$ cat config.mk
export PLATFORM = sky130hd
export DESIGN_NAME = run_ctrl_flat
export DESIGN_NICKNAME = d
export VERILOG_FILES = /design/src/rtl/run_ctrl_pkg.sv /design/src/rtl/run_ctrl_if.sv /design/src/rtl/run_ctrl_sat_counter.sv /design/src/rtl/run_ctrl.sv /design/src/flat_wrapper.sv
export SDC_FILE = /design/constraint.sdc
export NUM_CORES = 1
export LEC_CHECK = 0
export BUFFER_PORTS_ARGS = -buffer_cell sky130_fd_sc_hd__buf_2
export CELL_PAD_IN_SITES_DETAIL_PLACEMENT = 1
export CELL_PAD_IN_SITES_GLOBAL_PLACEMENT = 1
export CORE_MARGIN = 8
export CORE_UTILIZATION = 32
export DETAILED_ROUTE_END_ITERATION = 16
export GPL_ROUTABILITY_DRIVEN = 0
export PLACE_DENSITY_LB_ADDON = 0.1
export SLEW_MARGIN = 15
export SYNTH_ARGS = -nofsm -noshare
export SYNTH_HDL_FRONTEND = slang
export SYNTH_SLANG_ARGS = --single-unit
export TNS_END_PERCENT = 30
$ cat constraint.sdc
create_clock -name CLK -period 2.7 [get_ports CLK]
set_clock_uncertainty 0.15 [all_clocks]
set_input_delay 0.27 -clock CLK [delete_from_list [all_inputs] [get_ports CLK]]
set_output_delay 0.27 -clock CLK [all_outputs]
set_load 0.01 [all_outputs]
$ cat src/rtl/run_ctrl_pkg.sv
// Shared types and constants for the run controller: FSM state encoding and
// the per-program start address table.
package run_pkg;

    typedef enum logic [1:0] {
        IDLE,
        LAUNCH,
        RUN,
        DONE
    } state_e;

    localparam logic [7:0] START_ADDR [4] = '{8'h00, 8'h40, 8'h80, 8'hC0};

endpackage

$ cat src/rtl/run_ctrl_if.sv
// Host/core-side signal bundle of the run controller; slave is the controller,
// master is the host/core driving run requests and halts.
interface run_ctrl_if;

    logic        Go;
    logic [1:0]  Prog_Sel;
    logic        Halt_Req;
    logic        Start;
    logic [7:0]  Start_Addr;
    logic        Halt;
    logic        Busy;
    logic        Done;
    logic        Timeout;
    logic [15:0] Cycle_Count;

    modport slave (
        input  Go, Prog_Sel, Halt_Req,
        output Start, Start_Addr, Halt, Busy, Done, Timeout, Cycle_Count
    );

    modport master (
        output Go, Prog_Sel, Halt_Req,
        input  Start, Start_Addr, Halt, Busy, Done, Timeout, Cycle_Count
    );

endinterface

$ cat src/rtl/run_ctrl_sat_counter.sv
// 16-bit up-counter with synchronous clear and enable; holds at all-ones
// instead of wrapping.
module sat_counter (
    input  logic        clk_i,
    input  logic        rst_i,
    input  logic        clr_i,
    input  logic        en_i,
    output logic [15:0] count_o
);

    logic [15:0] count_q;

    always_ff @(posedge clk_i) begin
        if (rst_i || clr_i) begin
            count_q <= '0;
        end else if (en_i && (count_q != '1)) begin
            count_q <= count_q + 16'd1;
        end
    end

    assign count_o = count_q;

endmodule

$ cat src/rtl/run_ctrl.sv
// Run controller: launches a program at its table start address, counts run
// cycles and stops on halt, cycle limit or host abort.
module run_ctrl
    import run_pkg::*;
#(
    parameter logic [15:0] MAX_CYCLES = 16'd1000
) (
    input  logic        CLK,
    input  logic        Reset,
    run_ctrl_if.slave   bus
);

    state_e      state_q, state_d;
    logic [1:0]  sel_q, sel_d;
    logic        timeout_q, timeout_d;
    logic        cnt_clr, cnt_en;
    logic [15:0] count;

    sat_counter u_cycle_cnt (
        .clk_i   (CLK),
        .rst_i   (Reset),
        .clr_i   (cnt_clr),
        .en_i    (cnt_en),
        .count_o (count)
    );

    always_ff @(posedge CLK) begin
        if (Reset) begin
            state_q   <= IDLE;
            sel_q     <= '0;
            timeout_q <= 1'b0;
        end else begin
            state_q   <= state_d;
            sel_q     <= sel_d;
            timeout_q <= timeout_d;
        end
    end

    // Abort outranks halt, which outranks the cycle limit.
    always_comb begin
        state_d   = state_q;
        sel_d     = sel_q;
        timeout_d = timeout_q;
        cnt_clr   = 1'b0;
        cnt_en    = 1'b0;
        case (state_q)
            IDLE: begin
                if (bus.Go) begin
                    state_d   = LAUNCH;
                    sel_d     = bus.Prog_Sel;
                    timeout_d = 1'b0;
                    cnt_clr   = 1'b1;
                end
            end
            LAUNCH: state_d = RUN;
            RUN: begin
                if (!bus.Go) begin
                    state_d = IDLE;
                end else begin
                    cnt_en = 1'b1;
                    if (bus.Halt_Req) begin
                        state_d   = DONE;
                        timeout_d = 1'b0;
                    end else if (count == MAX_CYCLES - 16'd1) begin
                        state_d   = DONE;
                        timeout_d = 1'b1;
                    end
                end
            end
            DONE: begin
                if (!bus.Go) begin
                    state_d = IDLE;
                end
            end
            default: state_d = IDLE;
        endcase
    end

    assign bus.Start       = (state_q == LAUNCH);
    assign bus.Halt        = (state_q == IDLE) || (state_q == DONE);
    assign bus.Busy        = (state_q == LAUNCH) || (state_q == RUN);
    assign bus.Done        = (state_q == DONE);
    assign bus.Timeout     = timeout_q && (state_q == DONE);
    assign bus.Start_Addr  = START_ADDR[sel_q];
    assign bus.Cycle_Count = count;

endmodule

$ cat src/flat_wrapper.sv
// flat-port wrapper written by rule: the top's interface ports become plain ports
module run_ctrl_flat import run_pkg::*;
#(
    parameter logic [15:0] MAX_CYCLES = 16'd1000
)
  (CLK, Reset, bus_Go, bus_Prog_Sel, bus_Halt_Req, bus_Start, bus_Start_Addr, bus_Halt, bus_Busy, bus_Done, bus_Timeout, bus_Cycle_Count);
  run_ctrl_if bus_i ();
  input  logic CLK;
  input  logic Reset;
  input wire logic [$bits(bus_i.Go)-1:0] bus_Go;
  input wire logic [$bits(bus_i.Prog_Sel)-1:0] bus_Prog_Sel;
  input wire logic [$bits(bus_i.Halt_Req)-1:0] bus_Halt_Req;
  output wire logic [$bits(bus_i.Start)-1:0] bus_Start;
  output wire logic [$bits(bus_i.Start_Addr)-1:0] bus_Start_Addr;
  output wire logic [$bits(bus_i.Halt)-1:0] bus_Halt;
  output wire logic [$bits(bus_i.Busy)-1:0] bus_Busy;
  output wire logic [$bits(bus_i.Done)-1:0] bus_Done;
  output wire logic [$bits(bus_i.Timeout)-1:0] bus_Timeout;
  output wire logic [$bits(bus_i.Cycle_Count)-1:0] bus_Cycle_Count;
  assign bus_i.Go = bus_Go;
  assign bus_i.Prog_Sel = bus_Prog_Sel;
  assign bus_i.Halt_Req = bus_Halt_Req;
  assign bus_Start = bus_i.Start;
  assign bus_Start_Addr = bus_i.Start_Addr;
  assign bus_Halt = bus_i.Halt;
  assign bus_Busy = bus_i.Busy;
  assign bus_Done = bus_i.Done;
  assign bus_Timeout = bus_i.Timeout;
  assign bus_Cycle_Count = bus_i.Cycle_Count;
  run_ctrl #(.MAX_CYCLES(MAX_CYCLES)) u_core (.CLK(CLK), .Reset(Reset), .bus(bus_i));
endmodule
# ---- Yosys cells after proc, flatten, opt, wreduce, memory -nomap -nowiden
# Index checks and enable logic that the tools add are counted.
dict set report word_totals {
  ff_bits 21
  latch_bits 0
  mem_bits_rw 0
  romBits 0
  input_bits 6
  out_inout_bits 29
  word_cells 44
  memories 0
}
dict set report op_classes {
  addsub 1
  multipliers 0
  div_mod_pow 0
  magnitude_cmp 1
  eq_ne 10
  shift 0
  n_mux 17
  bitwise 1
  reduce_logical 10
}
# cell n
set ops {}
lappend ops {{$add 16x1->16 const B} 1}
lappend ops {{$bmux 8 s2} 1}
lappend ops {{$eq 16x10->1 const B} 1}
lappend ops {{$mux 8} 2}
lappend ops {{$ne 16x16->1 const B} 1}
lappend ops {{$mux 2} 5}
lappend ops {{$pmux 2 s4} 1}
lappend ops {{$mux 1} 7}
lappend ops {{$ne 2x2->1 const B} 3}
lappend ops {{$eq 2x2->1 const B} 2}
lappend ops {{$ne 4x3->1 const B} 1}
lappend ops {{$reduce_and 4->1} 1}
lappend ops {{$ge 3x3->1 const B} 1}
lappend ops {{$logic_or 1x1->1} 3}
lappend ops {{$ne 3x2->1 const B} 1}
lappend ops {{$not 2->3} 1}
lappend ops {{$reduce_and 3->1} 1}
lappend ops {{$eq 2x1->1 const B} 1}
lappend ops {{$logic_and 1x1->1} 2}
lappend ops {{$logic_not 2->1} 1}
lappend ops {{$pmux 1 s2} 1}
lappend ops {{$reduce_and 2->1} 1}
lappend ops {{$reduce_bool 2->1} 1}

# ---- Longest topological paths before layout
# Gate-level depths: netlist of the first run.
dict set report depth {
  word_depth 5
  depth_mapped 7
  mapped_depth_nobuf 6
}

# ---- Hierarchy
# Synthesis of the first run repeated with hierarchy kept, for this count alone.
dict set report unflattened {
  hier_cells 145
  hier_area_um2 1282.5
}
# mod n_inst cells_each area_each_um2 seq_area_each_um2
set modules_own_cells {}
lappend modules_own_cells {sat_counter 1 95 847.1 320.3}
lappend modules_own_cells {run_ctrl 1 50 435.4 100.1}

# ---- Least setup slack after synthesis of the first run
# OpenSTA, ideal clock, no wires.
dict set report synth_path {
  kind {reg-to-reg}
  from {reg u_core.u_cycle_cnt.count_q[0], in the netlist u_core.u_cycle_cnt.count_o[0]}
  to {reg u_core.u_cycle_cnt.count_q[14], in the netlist u_core.u_cycle_cnt.count_o[14]}
  arrival_time_ns 1.947
  t_required_ns 2.422
  setup_slack_ns 0.474
  stages_incl_launch_ff 6
  synth_period_minus_slack_ns 2.226
  cell_sequence {dfxtp_1 ha_1 nand4_1 or4_2 o31ai_1 a21oi_1}
}
dict set report synth_between {
  elab_chain_cells 2
}
# item line
set synth_rtl {}
lappend synth_rtl {{start: declaration} run_ctrl_sat_counter.sv:11} ;# logic [15:0] count_q;
lappend synth_rtl {{start signal: assignment} run_ctrl_sat_counter.sv:17} ;# count_q <= count_q + 16'd1;
lappend synth_rtl {{branches (longest 2 deep; another with $add 16x1->16)} n/a}
# Several ways; the timed one is not identified.
# A chain may end at the register's enable or synchronous reset.

# ---- Final worst setup path of the first run
dict set report layout_path {
  from {reg u_core.u_cycle_cnt.count_q[0], in the netlist u_core.u_cycle_cnt.count_o[0]}
  to {reg u_core.u_cycle_cnt.count_q[12], in the netlist u_core.u_cycle_cnt.count_o[12]}
}
# The elaborated chain is that of the path after synthesis.

==> reports/metrics.yaml, run 1 <==
logic_synthesis:
  yosysSeqAreaShare_pct: 32.7
  synth_cell_types: 41
  syn_area_um2: 1280
  async_flop_share_pct: 0
  synth_edf_count: 0
  avgSynthCellArea_um2: 8.13
  ys_warn_count: 0
  netlist_instances: 158
  ys.flop_type: "dfxtp_1"
  ys_seq_elements: 21
finish:
  stdcell_area_um2: 1480
  area_growth_pct: 15.3
  regArea_um2: 420
  fillers: 483
  fin_nets: 197
  drive_gt1_share_pct: 21.6
  multi_input_area_um2: 772
  n_antenna_cell: 0
placed_design:
  io_buffers: 28
  dp_slack_ns: 0.291
  place_area_um2: 1440
  hpwlAfterDp_um: 3050
global_routing:
  grt_pass1_vias: 1353
  grt_use_total_pct: 12.9
  grt_pass1_wl_um: 6590
  antenna_found_initial: 0
  gr-total-overflow: 0
  grt_max_degree: 15
clock_network:
  cts_made_buffers: 3
  clk_latency_ns: 0.27
  root_buffer: "clkbuf_8"
  postCtsSetupBuffers: 0
  cts.clk_slew.worst_paths_ns: 0.08
  clock_path_buffers: 2
  cts_tree: "built"
  cts_resized: 0
  htreeDepth: 1
  cts.sinks: 21
  cts_hold_buf: 0
job:
  maxCapViolCount: 0
status:
  status: "completed"
die:
  pin_count: 35
  die_w_um: 79.4
  fp-row-count: 23
  die_y_um: 79.4
  start_util_pct: 32.6
  core_um2: 3940
  dieArea_um2: 6300
timing:
  max-slew-margin-rel_pct: 57.4
  finalCriticalPeriod_ns: 2.43
  grt_setup_unrepaired: "no"
  setup_violations: 0
  maxSlewViolCount: 0
  setup_slack_ns: 0.269
  finalCritPeriodShare_pct: 90.0
  fmax_ghz: 0.411
  fin_tns_setup_ns: 0
  hold_viol_final: 0
  worst_slew_pin_slew_ns: 0.638
worst_setup_path:
  cp-end-kind: "register"
  worst_setup_path_start_kind: "register"
  cp_cell_sequence: "ha_1 > nand4_1 > or4_2 > o31ai_1 > a21oi_1"
  arrival_ns: 2.41
  crit_type: "register to register"
  max_stage_delay_ns: 0.76
  critical_path_required_ns: 2.68
  worst-path-buf-inv: 0
  cpMaxStageDelayCell: "or4_2"
  cp_max_fo: 9
  r2r_cells: 5
  r2r-start: "u_core.u_cycle_cnt.count_o[0]"
  crit_family: "simple AND/OR/NAND/NOR gates"
  rrSetupSlack_ns: 0.27
  r2r-end: "u_core.u_cycle_cnt.count_o[12]"
route:
  antenna_left: 0
  dr.pass1.iters: 4
  routedWlPerCell_um: 17.2
  route.met3.wl_um: 206
  drtIter0Drc: 104
  wl_met2_um: 2040
  routed.top_layer: "met4"
  drt_wl_total_um: 4040
  drc: 0
  vias_per_cell: 5.66
  vias: 1330
  met1Wirelength_um: 1750
power_and_ir_drop:
  power_uw: 617
  ir_drop_uv: 163
  powerDensity_nw_per_um2: 416
  leakage_uw: 0.000548
min_path:
  hp-start: "bus_Prog_Sel[1]"
  holdPathStages: 3
  hold_end: "u_core.sel_q[1]"
  hold_path_class: "input port to register"
-- layout by cell type (no fill, tap or decap), types with 2 or more instances in the layout --
master	synthesis	layout
buf_2	1	28
a21oi_1	21	21
dfxtp_1	21	21
nand2_1	12	12
or4_1	11	11
o31ai_1	10	10
nand4_1	8	8
inv_1	7	7
nand3_1	6	6
o21ai_0	6	6
conb_1	1	6
nor2_1	5	5
ha_1	5	5
nand2b_1	4	4
o21a_1	3	3
clkbuf_8	0	3
and2_1	2	2
nor4_1	2	2
a31oi_1	2	2
a211oi_1	2	2
buf_4	7	2
-- state kept, by name (all words and copies together) (netlist names) --
name and flops:
u_core.u_cycle_cnt.count_o 16, u_core.sel_q 2, u_core.state_q 2, u_core.timeout_q 1
-- logic make-up after synthesis --
| group | Yosys count | share of synthesized area (%) |
|---|---|---|
| buffers and inverters | 19 | 8.67 |
| AND/OR/NAND/NOR | 62 | 29.2 |
| multiplexers | 1 | 0.779 |
| adder cells (fa/ha/maj) | 5 | 4.87 |
| flip-flops | 21 | 32.7 |
| AO/OA/AOI/OAI | 49 | 23.5 |
| other | 1 | 0.292 |
-- final cells by class --
class | instances | share of cell area, %
clock buffers | 4 | 3.04
well taps | 50 | 4.22
multi-input cells | 123 | 52.1
flip-flops and latches | 21 | 28.4
inverters | 7 | 1.77
repair buffers | 30 | 10.5
-- cells in the mapped netlist, types with 2 or more instances --
master / n / area share (%)
nand2_1: 12 / 3.5
and2_1: 2 / 0.97
nor4_1: 2 / 0.97
clkbuf_1: 2 / 0.58
a21oi_1: 21 / 8.2
inv_1: 7 / 2.0
o31ai_1: 10 / 5.8
dfxtp_1: 21 / 33
nor2_1: 5 / 1.5
a211oi_1: 2 / 1.2
nand3_1: 6 / 2.3
or4_1: 11 / 6.4
o21ai_0: 6 / 2.3
a31oi_1: 2 / 0.97
ha_1: 5 / 4.9
buf_4: 7 / 4.1
nand4_1: 8 / 3.9
nand2b_1: 4 / 1.9
o21a_1: 3 / 1.8
-- power breakdown --
part           switching, uW  leakage, uW  internal [uW]
combinational           50.7     0.000355           25.6
sequential              5.07     0.000170            315
clock                    115    0.0000228            106
total                    171     0.000548            446
-- through the flow --
stage	std cells	utilization, %	hold WS [ns]
finish	235	37.6	0.109
global route	235	37.6	0.130
CTS	235	37.6	0.101
detailed placement	231	36.4	0.308
global placement	231	36.4	0.299
floorplan	163	-	0.189
-- routing by layer --
layer  track usage [%]  up-vias
met3              2.93        4
met1              14.0      659
met5                 0        -
li1                  -      642
met2              23.9       25
met4              4.44        0
-- worst min-delay path, stage by stage --
cell,delay [ns]
buf_2,0.10
nand3_1,0.06
a21oi_1,0.06
-- how the worst max path moves through the flow --
stage	start	end	slack, ns	cells after the start
after global placement	u_core.u_cycle_cnt.count_o[0]	u_core.u_cycle_cnt.count_o[14]	0.38	5
final	u_core.u_cycle_cnt.count_o[0]	u_core.u_cycle_cnt.count_o[12]	0.27	5
after detailed placement	u_core.u_cycle_cnt.count_o[0]	u_core.u_cycle_cnt.count_o[12]	0.29	5
after global routing	u_core.u_cycle_cnt.count_o[1]	u_core.u_cycle_cnt.count_o[12]	0.12	5
after floorplan	u_core.u_cycle_cnt.count_o[0]	u_core.u_cycle_cnt.count_o[14]	0.47	5
after CTS	u_core.u_cycle_cnt.count_o[0]	u_core.u_cycle_cnt.count_o[12]	0.28	5
Note: power is estimated with default switching activity, not from simulation.
==> run 2, diff against run 1 <==
- ABC_AREA: not set -> 1
==> reports/metrics.yaml, run 2 <==
timing:
  setup_violations: 0
  finalCritPeriodShare_pct: 71.8
  max-slew-margin-rel_pct: 60.7
  worst_slew_pin_slew_ns: 0.589
  finalCriticalPeriod_ns: 1.94
  maxSlewViolCount: 0
  fmax_ghz: 0.516
  hold_viol_final: 0
  fin_tns_setup_ns: 0
  hold_slack_ns: 0.0420
  grt_setup_unrepaired: "no"
placed_design:
  dp.cells: 279
  place_area_um2: 1560
  hpwlAfterDp_um: 3040
  io_buffers: 28
global_routing:
  grt_pass1_vias: 1363
  antenna_found_initial: 0
  grt_max_degree: 17
  grt_pass1_wl_um: 6310
  grt_use_total_pct: 11.9
  gr-total-overflow: 0
route:
  wl_met2_um: 1950
  antenna_left: 0
  drtIter0Drc: 34
  routedWlPerCell_um: 13.3
  route.met3.wl_um: 126
  drt_wl_total_um: 3760
  drc: 0
  vias: 1308
  vias_per_cell: 4.62
  dr.pass1.iters: 3
  met1Wirelength_um: 1670
  routed.top_layer: "met4"
logic_synthesis:
  yosysTopAreaCell: "dfxtp_1"
  ys_warn_count: 0
  syn_area_um2: 1410
  async_flop_share_pct: 0
  synth_top_area_share_pct: 29.8
  ys.flop_type: "dfxtp_1"
  yosysSeqAreaShare_pct: 29.8
  netlist_instances: 203
  synth_area_leaders: "dfxtp_1 (30%), nand2_1 (14%), nor2_1 (7.7%)"
  synth.most_common_cell: "nand2_1"
  synth_edf_count: 0
  ys_seq_elements: 21
  synth_cell_types: 27
  avgSynthCellArea_um2: 6.95
  synth_top_cells_by_count: "nand2_1 (54), nor2_1 (29), dfxtp_1 (21), inv_1 (21)"
clock_network:
  cts_resized: 0
  clk_latency_ns: 0.26
  cts_hold_buf: 0
  cts_made_buffers: 3
  postCtsSetupBuffers: 0
  htreeDepth: 1
  cts.sinks: 21
  cts.clk_slew.worst_paths_ns: 0.08
  clock_path_buffers: 2
  cts_tree: "built"
  root_buffer: "clkbuf_8"
finish:
  instances_no_fill: 283
  stdcell_area_um2: 1600
  final_cell_mix: "nand2_1 (54), nor2_1 (29), buf_2 (28)"
  drive_gt1_share_pct: 23.8
  area_growth_pct: 13.7
  regArea_um2: 420
  largest_reg_flops: 16
  n_antenna_cell: 0
  layout_commonest_cell: "nand2_1"
  multi_input_area_um2: 835
  fillers: 556
  fin_nets: 243
min_path:
  holdPathStages: 2
  hold_path_class: "input port to register"
worst_setup_path:
  r2r-end: "u_core.u_cycle_cnt.count_o[10]"
  worst_setup_path_start_kind: "register"
  rrSetupSlack_ns: 0.76
  r2r-start: "u_core.u_cycle_cnt.count_o[1]"
  crit_cells: 8
  crit_type: "register to register"
  crit_family: "simple AND/OR/NAND/NOR gates"
  arrival_ns: 1.91
  r2r_cells: 8
  cp-end-kind: "register"
  cp_cell_sequence: "ha_1 > nand3_4 > nor2_4 > nand3_4 > nand2_4 > inv_2 > nand2_1 > a21oi_1"
  critPathLaunch: "u_core.u_cycle_cnt.count_o[1]"
  crit_top_cell: "nand3_4"
  worst-path-buf-inv: 1
  cpMaxStageDelayCell: "dfxtp_1"
  cp_max_fo: 16
  max_stage_delay_ns: 0.41
  endpoint: "u_core.u_cycle_cnt.count_o[10]"
  critical_path_required_ns: 2.67
job:
  maxCapViolCount: 0
die:
  die_y_um: 82.4
  pin_count: 35
  die_w_um: 82.4
  core_um2: 4290
  start_util_pct: 32.8
  dieArea_um2: 6790
  fp-row-count: 24
power_and_ir_drop:
  ir_drop_uv: 196
  power_uw: 716
  leakage_uw: 0.000740
  powerDensity_nw_per_um2: 447
status:
  status: "completed"
## run 2: cell count changes in the layout (fill, tap and decap cells not counted), sizes merged, moves of 3 or more
cell    delta
a21oi      -7
inv       +17
nand2     +47
nand2b     -4
nand3      +4
nand4      -4
nor2      +26
nor4       -3
o21a       -3
o31ai     -10
or4       -12
xnor2      +4
xor2       +6
## run 2: final cells by class
type	count	share of cell area (%)
Multi-Input combinational cell	153	52.1
Sequential cell	21	26.2
Timing Repair Buffer	29	9.21
Inverter	24	5.62
Tap cell	52	4.06
Clock buffer	4	2.81
## run 2: worst min path at each step
stage | slack [ns] | from | endpoint
finish | 0.04 | Reset | u_core.state_q[0]
global route | 0.05 | Reset | u_core.state_q[0]
CTS | 0.03 | Reset | u_core.state_q[0]
detailed placement | 0.32 | u_core.timeout_q | u_core.timeout_q
global placement | 0.31 | u_core.sel_q[0] | u_core.sel_q[0]
floorplan | 0.19 | Reset | u_core.state_q[0]
## run 2: routing by layer
| metal | track usage, % | vias up |
|---|---|---|
| li1 | - | 676 |
| met1 | 13.3 | 611 |
| met2 | 22.1 | 19 |
| met3 | 2.06 | 2 |
| met4 | 3.68 | 0 |
| met5 | 0 | - |
## run 2: cell families after synthesis
kind of cell | count (synthesis) | synth area share, %
buffers and inverters | 34 | 12.3
adder cells (fa/ha/maj) | 5 | 4.44
flip-flops | 21 | 29.8
other | 1 | 0.266
AO/OA/AOI/OAI | 21 | 10.0
XOR/XNOR | 10 | 6.21
AND/OR/NAND/NOR | 111 | 36.9
## run 2: worst register-to-register path, cell delays in order (launching register included)
cell     delay [ns]
dfxtp_1        0.41
ha_1           0.29
nand3_4        0.13
nor2_4         0.18
nand3_4        0.10
nand2_4        0.19
inv_2          0.17
nand2_1        0.12
a21oi_1        0.07
## run 2: metrics by stage
step                worst slack, ns  utilization, %
floorplan                     0.952               -
CTS                           0.745            37.3
global route                  0.562            37.3
global placement              0.829            36.3
detailed placement            0.771            36.3
finish                        0.760            37.3
## run 2: report_power, final
| group | internal, uW | switching [uW] | leakage (uW) |
|---|---|---|---|
| Combinational | 55.0 | 110 | 0.000547 |
| Clock | 105 | 108 | 0.0000228 |
| Sequential | 325 | 12.3 | 0.000170 |
| Total | 486 | 230 | 0.000740 |
